$ cat config.mk
export PLATFORM = sky130hd
export DESIGN_NAME = uart_rx_core_flat
export DESIGN_NICKNAME = d
export VERILOG_FILES = /design/src/rtl/uart_rx_core_if.sv /design/src/rtl/uart_rx_core.sv /design/src/flat_wrapper.sv
export SDC_FILE = /design/constraint.sdc
export NUM_CORES = 1
export LEC_CHECK = 0
export ABC_CLOCK_PERIOD_IN_PS = 6500
export CORE_UTILIZATION = 40
export CTS_CLUSTER_DIAMETER = 60
export DETAILED_ROUTE_END_ITERATION = 8
export SLEW_MARGIN = 25
export SYNTH_ARGS = -nofsm -noshare
export SYNTH_HDL_FRONTEND = slang
export SYNTH_SLANG_ARGS = --single-unit
$ cat constraint.sdc
create_clock -name clk -period 6.5 [get_ports clk]
set_input_delay 1.95 -clock clk [delete_from_list [all_inputs] [get_ports clk]]
set_output_delay 1.95 -clock clk [all_outputs]
set_load 0.1 [all_outputs]
$ cat src/rtl/uart_rx_core_if.sv
// Receive FIFO read port of the UART receiver: head byte, valid/ready pop
// handshake and occupancy. The core is the master, the register layer the slave.
interface uart_rx_core_if #(
    parameter int CNT_W = 4
);
    logic [7:0]       rx_data_o;
    logic             rx_valid_o;
    logic             rx_ready_i;
    logic [CNT_W-1:0] fifo_count_o;

    modport master (
        output rx_data_o,
        output rx_valid_o,
        output fifo_count_o,
        input  rx_ready_i
    );

    modport slave (
        input  rx_data_o,
        input  rx_valid_o,
        input  fifo_count_o,
        output rx_ready_i
    );
endinterface

$ cat src/rtl/uart_rx_core.sv
// UART 8N1 receiver with 16x oversampling, first-word-fall-through receive
// FIFO and sticky framing / overrun flags.
module uart_rx_core #(
    parameter int FIFO_DEPTH = 8,
    parameter int CNT_W      = 4
) (
    input  logic                  clk,
    input  logic                  rst,
    input  logic [15:0]           baud_div_i,
    input  logic                  rx_en_i,
    input  logic                  uart_rxd_i,
    uart_rx_core_if.master        rx_if,
    output logic                  frame_err_o,
    output logic                  overrun_o,
    input  logic                  err_clr_i
);

    localparam int PTR_W = $clog2(FIFO_DEPTH);

    typedef enum logic [1:0] {
        IDLE,
        START,
        DATA,
        STOP
    } state_t;

    state_t           state;
    logic             rxd_meta;
    logic             rxd_s;
    logic             armed;
    logic [15:0]      div_cnt;
    logic [15:0]      div_max;
    logic             tick;
    logic [3:0]       tick_cnt;
    logic [2:0]       bit_idx;
    logic [7:0]       shift_q;

    logic [7:0]       mem [FIFO_DEPTH];
    logic [PTR_W-1:0] wr_ptr;
    logic [PTR_W-1:0] rd_ptr;
    logic [CNT_W-1:0] count;

    logic             stop_sample;
    logic             push;
    logic             pop;
    logic             full;
    logic             wr_en;
    logic             frame_set;
    logic             overrun_set;

    // NOTE: the synchronizer resets to the idle line level so reset never
    // looks like a start edge.
    always_ff @(posedge clk) begin
        if (rst) begin
            rxd_meta <= 1'b1;
            rxd_s    <= 1'b1;
        end else begin
            rxd_meta <= uart_rxd_i;
            rxd_s    <= rxd_meta;
        end
    end

    assign div_max = (baud_div_i == 16'd0) ? 16'd1 : baud_div_i;
    assign tick    = (state != IDLE) && (div_cnt == div_max - 16'd1);

    always_ff @(posedge clk) begin
        if (rst || state == IDLE || tick) begin
            div_cnt <= 16'd0;
        end else begin
            div_cnt <= div_cnt + 16'd1;
        end
    end

    // Stop-bit decision is taken on the 16th tick of the stop bit.
    assign stop_sample = (state == STOP) && tick && (tick_cnt == 4'd15) && rx_en_i;
    assign push        = stop_sample && rxd_s;
    assign frame_set   = stop_sample && !rxd_s;

    always_ff @(posedge clk) begin
        if (rst) begin
            state    <= IDLE;
            armed    <= 1'b1;
            tick_cnt <= 4'd0;
            bit_idx  <= 3'd0;
            shift_q  <= 8'h00;
        end else begin
            case (state)
                IDLE: begin
                    tick_cnt <= 4'd0;
                    if (rxd_s) begin
                        armed <= 1'b1;
                    end else if (armed && rx_en_i) begin
                        state <= START;
                    end
                end
                START: begin
                    if (tick) begin
                        if (tick_cnt == 4'd7) begin
                            tick_cnt <= 4'd0;
                            bit_idx  <= 3'd0;
                            state    <= rxd_s ? IDLE : DATA;
                        end else begin
                            tick_cnt <= tick_cnt + 4'd1;
                        end
                    end
                end
                DATA: begin
                    if (tick) begin
                        tick_cnt <= tick_cnt + 4'd1;
                        if (tick_cnt == 4'd15) begin
                            shift_q[bit_idx] <= rxd_s;
                            bit_idx          <= bit_idx + 3'd1;
                            if (bit_idx == 3'd7) begin
                                state <= STOP;
                            end
                        end
                    end
                end
                STOP: begin
                    if (tick) begin
                        tick_cnt <= tick_cnt + 4'd1;
                        if (tick_cnt == 4'd15) begin
                            state <= IDLE;
                            if (!rxd_s) begin
                                armed <= 1'b0;
                            end
                        end
                    end
                end
                default: state <= IDLE;
            endcase

            // Disable aborts any frame in progress; FIFO and flags are untouched.
            if (!rx_en_i) begin
                state    <= IDLE;
                tick_cnt <= 4'd0;
            end
        end
    end

    assign pop         = (count != '0) && rx_if.rx_ready_i;
    assign full        = (count == CNT_W'(FIFO_DEPTH));
    assign wr_en       = push && (!full || pop);
    assign overrun_set = push && full && !pop;

    // When full, wr_ptr equals rd_ptr; a simultaneous pop frees that slot in
    // the same cycle, so overwriting it keeps the new byte last in order.
    // NOTE: the storage array is reset because software may read rx_data_o
    // right after reset and must see 8'h00.
    always_ff @(posedge clk) begin
        if (rst) begin
            wr_ptr <= '0;
            rd_ptr <= '0;
            count  <= '0;
            for (int i = 0; i < FIFO_DEPTH; i++) begin
                mem[i] <= 8'h00;
            end
        end else begin
            if (wr_en) begin
                mem[wr_ptr] <= shift_q;
                wr_ptr      <= wr_ptr + PTR_W'(1);
            end
            if (pop) begin
                rd_ptr <= rd_ptr + PTR_W'(1);
            end
            case ({wr_en, pop})
                2'b10:   count <= count + CNT_W'(1);
                2'b01:   count <= count - CNT_W'(1);
                default: count <= count;
            endcase
        end
    end

    // Sticky flags: a set event in the same cycle as a clear wins.
    always_ff @(posedge clk) begin
        if (rst) begin
            frame_err_o <= 1'b0;
            overrun_o   <= 1'b0;
        end else begin
            if (frame_set) begin
                frame_err_o <= 1'b1;
            end else if (err_clr_i) begin
                frame_err_o <= 1'b0;
            end
            if (overrun_set) begin
                overrun_o <= 1'b1;
            end else if (err_clr_i) begin
                overrun_o <= 1'b0;
            end
        end
    end

    assign rx_if.rx_data_o    = mem[rd_ptr];
    assign rx_if.rx_valid_o   = (count != '0);
    assign rx_if.fifo_count_o = count;

endmodule

$ cat src/flat_wrapper.sv
// flat-port wrapper written by rule: the top's interface ports become plain ports
module uart_rx_core_flat 
#(
    parameter int FIFO_DEPTH = 8,
    parameter int CNT_W      = 4
)
  (clk, rst, baud_div_i, rx_en_i, uart_rxd_i, frame_err_o, overrun_o, err_clr_i, rx_if_rx_data_o, rx_if_rx_valid_o, rx_if_fifo_count_o, rx_if_rx_ready_i);
  uart_rx_core_if #(.CNT_W(CNT_W)) rx_if_i ();
  input  logic clk;
  input  logic rst;
  input  logic [15:0] baud_div_i;
  input  logic rx_en_i;
  input  logic uart_rxd_i;
  output logic frame_err_o;
  output logic overrun_o;
  input  logic err_clr_i;
  output wire logic [$bits(rx_if_i.rx_data_o)-1:0] rx_if_rx_data_o;
  output wire logic [$bits(rx_if_i.rx_valid_o)-1:0] rx_if_rx_valid_o;
  output wire logic [$bits(rx_if_i.fifo_count_o)-1:0] rx_if_fifo_count_o;
  input wire logic [$bits(rx_if_i.rx_ready_i)-1:0] rx_if_rx_ready_i;
  assign rx_if_rx_data_o = rx_if_i.rx_data_o;
  assign rx_if_rx_valid_o = rx_if_i.rx_valid_o;
  assign rx_if_fifo_count_o = rx_if_i.fifo_count_o;
  assign rx_if_i.rx_ready_i = rx_if_rx_ready_i;
  uart_rx_core #(.FIFO_DEPTH(FIFO_DEPTH), .CNT_W(CNT_W)) u_core (.clk(clk), .rst(rst), .baud_div_i(baud_div_i), .rx_en_i(rx_en_i), .uart_rxd_i(uart_rxd_i), .rx_if(rx_if_i), .frame_err_o(frame_err_o), .overrun_o(overrun_o), .err_clr_i(err_clr_i));
endmodule
==> impl_metrics.ini <==
[run_status]
run_status = completed

[timing]
clock.fmax_mhz = 167
slew_violations = 0
layout_min_cycle_time_ns = 5.98
timing.slew.headroom = 0.346
worst_slew_pin_slew_ns = 0.978
final-hold-violation-count = 0
tns_ns = 0
fin_crit_sh = 0.920
finalSetupViolCount = 0
skew_ns = 0.00542
rsz0062_at_grt = false

[die]
die-area_sq_mm = 0.0154
fp-row-count = 44
dieHeight_microns = 124
io_pins = 37
start_util = 0.410
core_area_sq_mm = 0.0145
die-width_microns = 124

[clock_network]
postCtsHoldBufs = 0
insertion_delay_ns = 0.41
tritoncts = done
cts.sinks = 115
cts-resized-gates = 0
cts_max_level = 4
clk_pin_slew_ns = 0.05
cts_setup_buffers = 0
cts_buffer_depth = 2
clock-root-buffer = clkbuf_16
cts_inserted_buffers = 17

[cells_and_area]
diodes = 0
finalCoreUtilization = 0.492
drive_gt1_frac = 0.147
layout_common_cells = 65 x and2_1, 64 x edfxtp_1, 53 x nor2_1, 51 x dfxtp_1, 36 x clkdlybuf4s50_1
areaGrowthSynthToFinish_pct = 20.2
mostFrequentLayoutCell = and2_1
final_nets = 630

[synth]
ys_async_sr_fraction = 0
netlist_area_sq_mm = 0.00595
muxShareOfSynthArea = 0.104
avgSynthCellArea_sq_um = 11.0
ys_warn_count = 0
synth_compound_area_frac = 0.0536
synth.distinct_cells = 51
synthCells = 543
seq_area_frac_synth = 0.494
syn_nets = 579
synth_top_family_by_area = simple AND/OR/NAND/NOR gates
synth-simple-area-share = 0.241
yosys_most_used_dff = edfxtp_1
synth-xor-area-share = 0.0574
ys_ff_latch = 115
synthAdderAreaFrac = 0.0307
synth_edf_count = 64

[global_route]
grt_use_total = 0.183
antenna_found_initial = 0
grt_max_degree = 30
grt_pass1_vias = 4131
grt-ovfl-total = 0
grt_first_pass_wirelength_microns = 20700

[place]
portBuffers = 36
gp_congestion = 0.845
hpwl_microns = 8960

[setup_path]
cp_data_required_time_ns = 6.80
reg2reg_from = u_core.div_cnt[9]
cp-start-kind = input pin
worst-setup-path-type = in -> reg
path_max_fanout = 6
arrival_ns = 6.28
cp-end-kind = flop
crit_path_start = baud_div_i[11]

[route]
num_vias = 4096
routedWlPerCell_microns = 16.1
routed_via_density = 5.18
dr.pass1.iters = 4
drc = 0
first_iter_violations = 208
finalWirelength_microns = 12800
ant_nets = 0

[power_and_ir_drop]
irDropWorstVdd_mv = 0.266
p_per_area_mw_per_mm2 = 318
power.leakage_nw = 2.51

[job]
cap_violations = 0

[min_path]
holdCritPathClass = reg -> reg
min_from = u_core.rxd_meta
[worst max-delay path, cell delays in order]
cell,delay (ns)
clkdlybuf4s50_1,0.51
or4_4,0.59
nor4_1,0.29
a21oi_1,0.14
ha_1,0.23
nor3b_1,0.19
xnor2_1,0.14
a21oi_1,0.14
o21ai_0,0.10
a211o_1,0.36
nor3_1,0.27
a21oi_1,0.14
buf_4,0.17
ha_1,0.30
a21oi_1,0.18
mux2i_1,0.21
mux2_2,0.34
[layout make-up]
class                   instances  area [sq um]
fillers                      1355          7380
multi-input cells             399          2900
repair buffers                 51           473
inverters                      10          37.5
clock inverters                12           138
clock buffers                  20           437
well taps                     184           230
flip-flops and latches        115          2940
[synthesized netlist by cell type, types with 4 or more instances]
library cell	number	area, sq um
nand2b_1	17	106
a21oi_1	19	95.1
mux4_2	16	360
or2_2	13	81.3
edfxtp_1	64	1920
mux2i_1	11	110
and2_1	65	407
xor2_1	25	219
nand2_1	25	93.8
nor2_1	53	199
xnor2_1	14	123
or3_1	4	25.0
dfxtp_1	51	1020
inv_1	10	37.5
nor4_1	5	31.3
o21ai_0	13	65.1
nor3_1	17	85.1
clkbuf_1	14	52.6
nand3b_1	4	30.0
and3_1	7	43.8
nand3_1	23	115
ha_1	13	163
nor2b_1	5	31.3
mux2_2	12	135
nor3b_1	4	30.0
[routing by layer]
layer / part of all wire / vias to the layer above / wire length (microns) / track usage
met5: 0 / - / 0 / 0
met4: 0.0083 / 0 / 106 / 0.0469
met3: 0.032 / 10 / 408 / 0.0467
met2: 0.48 / 54 / 6130 / 0.305
met1: 0.48 / 1987 / 6120 / 0.235
li1: - / 2045 / - / -
[state kept, by name, indices dropped and copies added (netlist names), named ones only]
register and count:
u_core.mem 64, u_core.div_cnt 16, u_core.shift_q 8, u_core.rx_if.fifo_count_o 4
u_core.tick_cnt 4, u_core.bit_idx 3, u_core.rd_ptr 3, u_core.wr_ptr 3
u_core.armed 1, u_core.frame_err_o 1, u_core.overrun_o 1, u_core.rxd_meta 1
u_core.rxd_s 1, u_core.state 1
[stage by stage]
stage,total power [mW],std cells,hold WS (ns),cell area [sq um],setup WS (ns)
3_3_place_gp,1.38,759,0.394,6580,0.234
3_5_place_dp,1.38,759,0.397,6580,0.100
2_1_floorplan,1.25,543,0.389,5950,0.707
4_1_cts,2.30,791,0.409,7160,0.536
6_report,2.28,791,0.404,7160,0.521
5_1_grt,2.36,791,0.422,7160,0.154
[final timing paths]
check	endpoint	slack, ns	cells past startpoint
hold / removal	u_core.rxd_s	0.40	1
setup / recovery	u_core.rx_if.fifo_count_o[3]	0.52	17
setup reg to reg	u_core.rx_if.fifo_count_o[3]	3.33	12
hold reg to reg	u_core.rxd_s	0.40	1
[kinds of logic after synthesis]
family                   Yosys count
AND/OR/NAND/NOR                  257
flip-flops                       115
AO/OA/AOI/OAI                     49
multiplexers                      40
XOR/XNOR                          39
buffers and inverters             29
adder cells (fa/ha/maj)           14
[where the power goes]
part / total [mW] / internal [mW] / switching, mW
clock network: 0.912 / 0.595 / 0.317
logic: 0.543 / 0.184 / 0.359
registers: 0.821 / 0.802 / 0.0194
total: 2.28 / 1.58 / 0.695
No activity file was read; power rests on OpenSTA's default activity.
